===== src/rtl/vga_write_arbiter.sv =====
// vga_write_arbiter: merges the player and obstacle pixel-write streams into
// the single VGA adapter write port. Neither source can be stalled, so each
// one feeds its own FIFO. The FIFOs are drained round-robin, one pixel per
// clock. A pixel that arrives at a full FIFO is dropped, and a sticky
// per-source flag records the drop.

module vga_write_fifo #(
    parameter int W     = 28,
    parameter int DEPTH = 16,
    parameter int AW    = 4
) (
    input  logic          Clock,
    input  logic          Resetn,
    input  logic          push,
    input  logic [W-1:0]  push_data,
    input  logic          pop,
    output logic [W-1:0]  head,
    output logic [AW:0]   count,
    output logic          empty,
    output logic          drop
);
    localparam logic [AW:0] FULL_COUNT = (AW+1)'(DEPTH);

    logic [W-1:0]  mem [DEPTH];
    logic [AW-1:0] rd_ptr;
    logic [AW-1:0] wr_ptr;
    logic          full;
    logic          rd_en;
    logic          wr_en;

    assign empty = (count == '0);
    assign full  = (count == FULL_COUNT);
    // A pop frees the head slot on the same edge, so a full FIFO that is being
    // popped still accepts the incoming entry. That entry reuses the slot.
    assign rd_en = pop && !empty;
    assign wr_en = push && (!full || rd_en);
    assign drop  = push && full && !rd_en;
    assign head  = mem[rd_ptr];

    // Entry storage holds data only; it needs no reset.
    always_ff @(posedge Clock) begin
        if (wr_en) begin
            mem[wr_ptr] <= push_data;
        end
    end

    // Pointers wrap naturally at DEPTH. The count tracks occupancy.
    always_ff @(posedge Clock) begin
        if (!Resetn) begin
            wr_ptr <= '0;
            rd_ptr <= '0;
            count  <= '0;
        end else begin
            if (wr_en) begin
                wr_ptr <= wr_ptr + 1'b1;
            end
            if (rd_en) begin
                rd_ptr <= rd_ptr + 1'b1;
            end
            case ({wr_en, rd_en})
                2'b10:   count <= count + 1'b1;
                2'b01:   count <= count - 1'b1;
                default: count <= count;
            endcase
        end
    end
endmodule

module vga_write_arbiter #(
    parameter int nX          = 10,
    parameter int nY          = 9,
    parameter int COLOR_DEPTH = 9,
    parameter int FIFO_DEPTH  = 16,
    parameter int FIFO_AW     = 4
) (
    input  logic                   Clock,
    input  logic                   Resetn,
    input  logic [nX-1:0]          p_x,
    input  logic [nY-1:0]          p_y,
    input  logic [COLOR_DEPTH-1:0] p_color,
    input  logic                   p_write,
    input  logic [nX-1:0]          o_x,
    input  logic [nY-1:0]          o_y,
    input  logic [COLOR_DEPTH-1:0] o_color,
    input  logic                   o_write,
    input  logic                   clear_overflow,
    output logic [nX-1:0]          VGA_x,
    output logic [nY-1:0]          VGA_y,
    output logic [COLOR_DEPTH-1:0] VGA_color,
    output logic                   VGA_write,
    output logic                   p_overflow,
    output logic                   o_overflow,
    output logic                   idle
);
    localparam int ENTRY_W = nX + nY + COLOR_DEPTH;

    typedef enum logic {
        SRC_PLAYER   = 1'b0,
        SRC_OBSTACLE = 1'b1
    } src_e;

    logic [ENTRY_W-1:0] p_head;
    logic [ENTRY_W-1:0] o_head;
    logic [FIFO_AW:0]   p_count;
    logic [FIFO_AW:0]   o_count;
    logic               p_empty;
    logic               o_empty;
    logic               p_drop;
    logic               o_drop;
    logic               pop_p;
    logic               pop_o;
    src_e               last_grant;
    src_e               last_grant_next;
    logic [ENTRY_W-1:0] pix_p0;
    logic               vld_p0;
    logic [ENTRY_W-1:0] pix_p1;
    logic               vld_p1;

    vga_write_fifo #(
        .W     (ENTRY_W),
        .DEPTH (FIFO_DEPTH),
        .AW    (FIFO_AW)
    ) u_p_fifo (
        .Clock     (Clock),
        .Resetn    (Resetn),
        .push      (p_write),
        .push_data ({p_x, p_y, p_color}),
        .pop       (pop_p),
        .head      (p_head),
        .count     (p_count),
        .empty     (p_empty),
        .drop      (p_drop)
    );

    vga_write_fifo #(
        .W     (ENTRY_W),
        .DEPTH (FIFO_DEPTH),
        .AW    (FIFO_AW)
    ) u_o_fifo (
        .Clock     (Clock),
        .Resetn    (Resetn),
        .push      (o_write),
        .push_data ({o_x, o_y, o_color}),
        .pop       (pop_o),
        .head      (o_head),
        .count     (o_count),
        .empty     (o_empty),
        .drop      (o_drop)
    );

    // Round-robin state. Reset points it at the obstacle, so the player wins
    // the first tie.
    always_ff @(posedge Clock) begin
        if (!Resetn) begin
            last_grant <= SRC_OBSTACLE;
        end else begin
            last_grant <= last_grant_next;
        end
    end

    // Grant on pre-edge occupancy. A pixel pushed this edge is not visible yet.
    always_comb begin
        pop_p           = 1'b0;
        pop_o           = 1'b0;
        last_grant_next = last_grant;
        if (!p_empty && !o_empty) begin
            if (last_grant == SRC_OBSTACLE) begin
                pop_p = 1'b1;
            end else begin
                pop_o = 1'b1;
            end
        end else if (!p_empty) begin
            pop_p = 1'b1;
        end else if (!o_empty) begin
            pop_o = 1'b1;
        end
        if (pop_p) begin
            last_grant_next = SRC_PLAYER;
        end else if (pop_o) begin
            last_grant_next = SRC_OBSTACLE;
        end
    end

    // ---- stage p0: head of the granted FIFO
    assign vld_p0 = pop_p || pop_o;
    assign pix_p0 = pop_p ? p_head : o_head;

    // ---- stage p1: registered write port. Reset also clears the coordinates,
    // so nothing stale appears after a mid-burst reset.
    always_ff @(posedge Clock) begin
        if (!Resetn) begin
            vld_p1 <= 1'b0;
            pix_p1 <= '0;
        end else begin
            vld_p1 <= vld_p0;
            if (vld_p0) begin
                pix_p1 <= pix_p0;
            end
        end
    end

    // Sticky drop flags. A drop on the same edge as a clear leaves the flag set.
    always_ff @(posedge Clock) begin
        if (!Resetn) begin
            p_overflow <= 1'b0;
            o_overflow <= 1'b0;
        end else begin
            p_overflow <= p_drop || (p_overflow && !clear_overflow);
            o_overflow <= o_drop || (o_overflow && !clear_overflow);
        end
    end

    assign {VGA_x, VGA_y, VGA_color} = pix_p1;
    assign VGA_write = vld_p1;
    assign idle      = (p_count == '0) && (o_count == '0) && !vld_p1;
endmodule


===== config.mk =====
export PLATFORM = sky130hd
export DESIGN_NAME = vga_write_arbiter
export DESIGN_NICKNAME = d
export VERILOG_FILES = /design/src/rtl/vga_write_arbiter.sv
export SDC_FILE = /design/constraint.sdc
export NUM_CORES = 1
export LEC_CHECK = 0
export BUFFER_PORTS_ARGS = -buffer_cell sky130_fd_sc_hd__buf_2
export CORE_MARGIN = 4
export CORE_UTILIZATION = 45
export CTS_BUF_LIST = sky130_fd_sc_hd__clkbuf_16
export CTS_CLUSTER_SIZE = 28
export DETAILED_ROUTE_END_ITERATION = 6
export PLACE_DENSITY = 0.69
export SLEW_MARGIN = 20
export SYNTH_ARGS = -nofsm -noshare
export SYNTH_HDL_FRONTEND = slang
export SYNTH_HIERARCHICAL = 1
export SYNTH_SLANG_ARGS = --single-unit

===== constraint.sdc =====
create_clock -name Clock -period 5.85 [get_ports Clock]
set_input_delay 0.8775 -clock Clock [delete_from_list [all_inputs] [get_ports Clock]]
set_output_delay 0.8775 -clock Clock [all_outputs]
set_load 0.02 [all_outputs]

Word-level counts from Yosys, hierarchy flattened
Memory sizes are Yosys's and may differ from the RTL's. A register that Yosys moved wholly into a read port is not among the register bits.
Index checks and enable logic that the tools add are counted.
Widths: inputs -> output; s select.
{"block": "word_totals", "input_bits": 61, "n_memories": 2, "ramBits": 896, "ff_bits": 58}
{"block": "classes", "n_eq_ne": 6, "addsub": 8, "n_mux": 20, "n_reduce_logical": 31}
{"memory": "u_o_fifo.mem", "words": 16, "word_bits": 28, "rd": 1, "rd_ports_with_merged_regs": 1, "write_ports": 1, "line_no": "24", "rtl": "logic [W-1:0] mem [DEPTH];"}
{"memory": "u_p_fifo.mem", "words": 16, "word_bits": 28, "rd": 1, "rd_ports_with_merged_regs": 1, "write_ports": 1, "line_no": "24"}
{"op": "$mux 28", "count": 1}
{"op": "$pmux 5 s2", "count": 2}
{"op": "$add 4x1->4 const B", "count": 4}
{"op": "$mux 4", "count": 4}
{"op": "$logic_and 1x1->1", "count": 13}
{"op": "$mux 1", "count": 13}
{"op": "$add 5x1->5 const B", "count": 2}
{"op": "$eq 5x5->1 const B", "count": 2}
{"op": "$logic_not 5->1", "count": 2}
{"op": "$sub 5x1->5 const B", "count": 2}
{"op": "$logic_not 1->1", "count": 8}
{"op": "$reduce_bool 2->1", "count": 3}
{"op": "$logic_or 1x1->1", "count": 5}
{"op": "$eq 2x1->1 const B", "count": 2}
{"op": "$eq 2x2->1 const B", "count": 2}

Longest topological paths before layout
{"block": "depth", "depth_word": 9, "mapped_depth": 13}

By module
The synthesis kept the hierarchy.
{"mod": "vga_write_fifo at u_p_fifo", "cells_each": 734, "area_per_inst_um2": 17802.1, "instances": 1, "seq_area_each_um2": 13793.2}
{"mod": "vga_write_fifo at u_o_fifo", "cells_each": 734, "area_per_inst_um2": 17799.6, "instances": 1, "seq_area_each_um2": 13793.2}
{"mod": "vga_write_arbiter", "cells_each": 113, "area_per_inst_um2": 1320.0, "instances": 1, "seq_area_each_um2": 640.6}

Worst setup path before layout
OpenSTA, ideal clock, no wires.
{"block": "synth_timing", "path_type": "flip-flop to flip-flop", "from": "register u_o_fifo.count[0]", "to": "memory u_p_fifo.mem[0][0] (enable)", "setup_slack_ps": 601, "arrival_time_ps": 4766, "period_less_slack_ps": 5249, "path_stages_with_launch": 9, "path_buffers": 1, "cell_sequence": "dfxtp_1 or4_1 buf_6 nor2_1 nor2_2 nor2_1 nand2b_1 o21ai_4 nor4_1"}
{"block": "synth_between", "elab_chain_cells": 9}
{"item": "start, declared", "line_no": "18", "rtl": "output logic [AW:0] count,"}
{"item": "start signal, assigned", "line_no": "61", "rtl": "2'b10: count <= count + 1'b1;"}
{"item": "start signal, assigned", "line_no": "62", "rtl": "2'b01: count <= count - 1'b1;"}
{"item": "start signal, assigned", "line_no": "63", "rtl": "default: count <= count;"}
{"item": "$logic_not 5->1", "line_no": "31", "rtl": "assign empty = (count == '0);"}
{"item": "via o_empty", "line_no": "107", "rtl": "logic o_empty;"}
{"item": "$logic_not 1->1", "line_no": "166", "rtl": "if (!p_empty && !o_empty) begin"}
{"item": "$logic_and 1x1->1", "line_no": "166"}
{"item": "$mux 1", "line_no": "166"}
{"item": "via pop_p", "line_no": "110", "rtl": "logic pop_p;"}
{"item": "$logic_and 1x1->1", "line_no": "35", "rtl": "assign rd_en = pop && !empty;"}
{"item": "$logic_or 1x1->1", "line_no": "36", "rtl": "assign wr_en = push && (!full || rd_en);"}
{"item": "$logic_and 1x1->1", "line_no": "36"}
{"item": "$mux 1", "line_no": "42", "rtl": "if (wr_en) begin"}
{"item": "$mux 1 (implied by the code)", "line_no": "43", "rtl": "mem[wr_ptr] <= push_data;"}
{"item": "end, declared", "line_no": "24"}
The timed path passes the listed nets, and every way through them passes these cells.

Final worst setup path
{"block": "layout_timing", "from": "register u_p_fifo.count[0]", "to": "memory u_o_fifo.mem[14][11] (enable)"}
{"block": "layout_between", "elab_chain_cells": 9, "elab_cells_between_ends": 10}
{"item": "start, declared", "line_no": "18"}
{"item": "start signal, assigned", "line_no": "61"}
{"item": "start signal, assigned", "line_no": "62"}
{"item": "start signal, assigned", "line_no": "63"}
{"item": "$logic_not 5->1 (*)", "line_no": "31"}
{"item": "via p_empty", "line_no": "106", "rtl": "logic p_empty;"}
{"item": "$logic_not 1->1", "line_no": "166"}
{"item": "$logic_and 1x1->1", "line_no": "166"}
{"item": "$mux 1 (*)", "line_no": "166"}
{"item": "via pop_o", "line_no": "111", "rtl": "logic pop_o;"}
{"item": "$logic_and 1x1->1 (*)", "line_no": "35"}
{"item": "$logic_or 1x1->1 (*)", "line_no": "36"}
{"item": "$logic_and 1x1->1 (*)", "line_no": "36"}
{"item": "$mux 1 (*)", "line_no": "42"}
{"item": "$mux 1 (implied by the code) (*)", "line_no": "43"}
{"item": "end, declared", "line_no": "24"}
The timed path passes the listed nets; every way through them passes the cells marked *.

==> flow_summary.yaml <==
clocking:
  postCtsHoldBufs: 0
  clk_path_buf_depth: 3
  post_cts_buffers: 0
  cts-resized-gates: 0
  ctsHtreeMaxLevel: 3
  cts-buffers-inserted: 92
  clock_sink_count: 962
  worst_skew_late_latency_ps: 650
  cts_tree: "built"
  path_clk_slew_ps: 60
  cts.root.buffer_cell: "clkbuf_16"
synthesis:
  syn_avg_cell_area_um2: 23.4
  post_synth_num_cell_types: 50
  synth.most_common_cell: "edfxtp_1"
  synth_top_area_share_pct: 72.9
  netlist.top_cell.by_area: "edfxtp_1"
  syn-instance-count: 1581
  postSynthRegisterBits: 962
  synth_fp_nets: 1656
  synth_edf_count: 896
  synthTopCellsByCount: "896 x edfxtp_1, 280 x mux4_2, 66 x dfxtp_1"
  ys_async_sr_fraction_pct: 0
  synth.yosys.warnings: 6
  most_common_flop_cell_mapped_by_yosys: "edfxtp_1"
  netlist_area_um2: 36900
  share_of_the_yosys_chip_area_belonging_to_registers_pct: 76.5
  synth_area_leaders: "edfxtp_1 73%, mux4_2 17%, dfxtp_1 3.6%"
floorplan:
  io-pin-count: 93
  die_h_um: 294
  floorplan.die_area_um2: 86700
  fp.coreArea_um2: 80900
  num_rows: 104
  initial_core_util_pct: 45.6
  die-width_um: 294
critical_path:
  cp_data_required_time_ps: 6100
  worst_r2r_startpoint: "u_p_fifo/count[0]"
  path_common_cell: "nor2_1"
  worstRegToRegCells: 7
  worst_setup_path_end_kind: "register"
  worst-path-max-fanout: 28
  critPathMaxStageDelay_ps: 980
  reg_to_reg_end: "u_o_fifo/mem[14][11]"
  regToRegSetupSlack_ps: 1630
  critPathArrivalTime_ps: 4470
  critical_path.startpoint_type: "register"
  cp_cell_sequence: "or4_1, nor2_1, nor2b_2, nor2_1, nand2b_1, o2111ai_1, nor2_4"
  worst_path_max_delay_cell: "nor2_4"
  critPathKind: "register to register"
timing:
  finalWorstPathRequiredPeriod_ps: 4220
  finish_stage_setup_viols: 0
  worstMarginPinSlew_ps: 1070
  finalHoldViolCount: 0
  fin_worst_skew_ps: 26.4
  fmax_ghz: 0.237
  timing_max_transition_violations_final: 0
  max-slew-margin-rel_pct: 28.4
  unrepaired_setup_endpoints_after_global_routing: "false"
  final_cycle_utilization_of_the_critical_path_pct: 72.1
  fin_setup_tns_ps: 0
finish:
  final_layout_size_suffix_gt1_share_pct: 33.9
  syn2layout_area_growth_pct: 13.0
  layout.area.seq_um2: 28200
  multi_input_area_um2: 8310
  fillerInstances: 6231
  design.final.nets: 1792
  design_area_um2: 41700
routing:
  post_drt_antenna_nets: 0
  routed-via-count: 16919
  first_pass_iters: 5
  drt_wl_total_mm: 79.4
  wire_per_inst_um: 27.8
  first_iteration_detailed_routing_drc_count: 1695
  drc: 0
  post_dr_vias_cell: 5.92
global_routing:
  grt_first_pass_wirelength_mm: 117
  initial_antenna_violation_count: 5
  largest_net_degree_at_the_start_of_global_routing: 57
  groute.usage.overall_pct: 18.4
  grt_overflow_total: 0
  first_global_vias: 17213
power:
  p_per_area_nw_per_um2: 412
  power_leakage_uw: 0.0130
  design_power_total_uw: 17200
  worst_ir_drop_vdd_v: 0.000281
placed_design:
  place_congestion: 0.764
  place.detailed.hpwl_mm: 49.4
  portBuffers: 92
  area_of_placed_instances_um2: 38600
min_path:
  endpoint_with_the_worst_hold_slack: "u_o_fifo/count[0]"
  worst_hold_path_type: "register to register"
  min-delay-start: "u_o_fifo/count[0]"
  whs_path_depth: 2
status:
  outcome: "completed"
run:
  max_cap_violations: 0
==> where the power goes <==
group          internal (uW)  switching, uW  total, uW
Combinational           1420           1610       3030
Clock                   3480           2490       5980
Sequential              7830            343       8170
Total                  12700           4440      17200
==> cell type report <==
| type | count | share of cell area (%) |
|---|---|---|
| clock buffers | 95 | 5.70 |
| inverters | 14 | 0.126 |
| clock inverters | 78 | 1.67 |
| well taps | 1060 | 3.18 |
| flip-flops and latches | 962 | 67.7 |
| multi-input cells | 526 | 19.9 |
| repair buffers | 121 | 1.69 |
| diodes | 1 | 0.00600 |
==> per-stage QoR <==
step / hold WS, ps / std cells / setup WS [ps] / util (%)
6_report: 537 / 2857 / 1630 / 51.5
2_1_floorplan: 484 / 1581 / 601 / -
4_1_cts: 519 / 2856 / 1640 / 51.5
3_3_place_gp: 501 / 2683 / 1800 / 47.7
5_1_grt: 534 / 2857 / 1370 / 51.5
3_5_place_dp: 527 / 2683 / 1680 / 47.7
==> sequential cells by signal, indices dropped and copies added (netlist names), named ones only <==
register,cells
VGA_write,1
last_grant,1
o_overflow,1
p_overflow,1
pix_p1,28
u_o_fifo/count,5
u_o_fifo/mem,448
u_o_fifo/rd_ptr,4
u_o_fifo/wr_ptr,4
u_p_fifo/count,5
u_p_fifo/mem,448
u_p_fifo/rd_ptr,4
u_p_fifo/wr_ptr,4
==> cells by family after synthesis <==
kind of cell               synth area share (%)
muxes                                      17.5
buffers and inverters                      1.39
AOI/OAI and AO/OA                          1.72
xor gates and xnor gates                  0.237
adders and majority gates                 0.474
and+or+nand+nor                            2.20
DFF                                        76.5
==> cells in the final DEF, fill, tap and decap left out, drive strengths merged, types with 7 or more instances in the layout <==
master / instances
a21oi: 8
a221o: 28
and2: 54
buf: 121
bufinv: 12
clkbuf: 95
clkinv: 46
dfxtp: 66
edfxtp: 896
ha: 14
inv: 30
mux2i: 14
mux4: 280
nand2: 11
nand2b: 8
nor2: 17
nor2b: 8
nor4: 11
o21a: 10
o21ai: 7
xnor2: 8
==> worst max-delay path, delay by kind of cell, from the launching register on <==
| kind | cells | cell delay, ps |
|---|---|---|
| flip-flops | 1 | 360 |
| AO/OA/AOI/OAI | 1 | 440 |
| AND/OR/NAND/NOR | 6 | 2990 |
==> routing by layer <==
layer / share of wire, % / vias up / GRT usage [%]
met5: 0 / - / 0
met4: 1.7 / 0 / 4.13
met3: 7.4 / 100 / 3.44
met2: 49 / 663 / 28.8
met1: 42 / 9141 / 27.5
li1: - / 7015 / -
==> worst max-delay path by stage <==
| stage | start | endpoint | slack, ps | depth (start not counted) |
|---|---|---|---|---|
| after floorplan | u_o_fifo/count[0] | u_p_fifo/mem[0][0] | 600 | 8 |
| after global placement | u_p_fifo/count[0] | u_o_fifo/mem[12][22] | 1800 | 7 |
| after detailed placement | u_o_fifo/count[0] | u_p_fifo/mem[12][22] | 1680 | 7 |
| after CTS | u_p_fifo/count[0] | u_o_fifo/mem[14][0] | 1640 | 7 |
| after global routing | u_p_fifo/count[0] | u_o_fifo/mem[14][0] | 1370 | 7 |
| final | u_p_fifo/count[0] | u_o_fifo/mem[14][11] | 1630 | 7 |
Power figures use the tool's default switching activity.
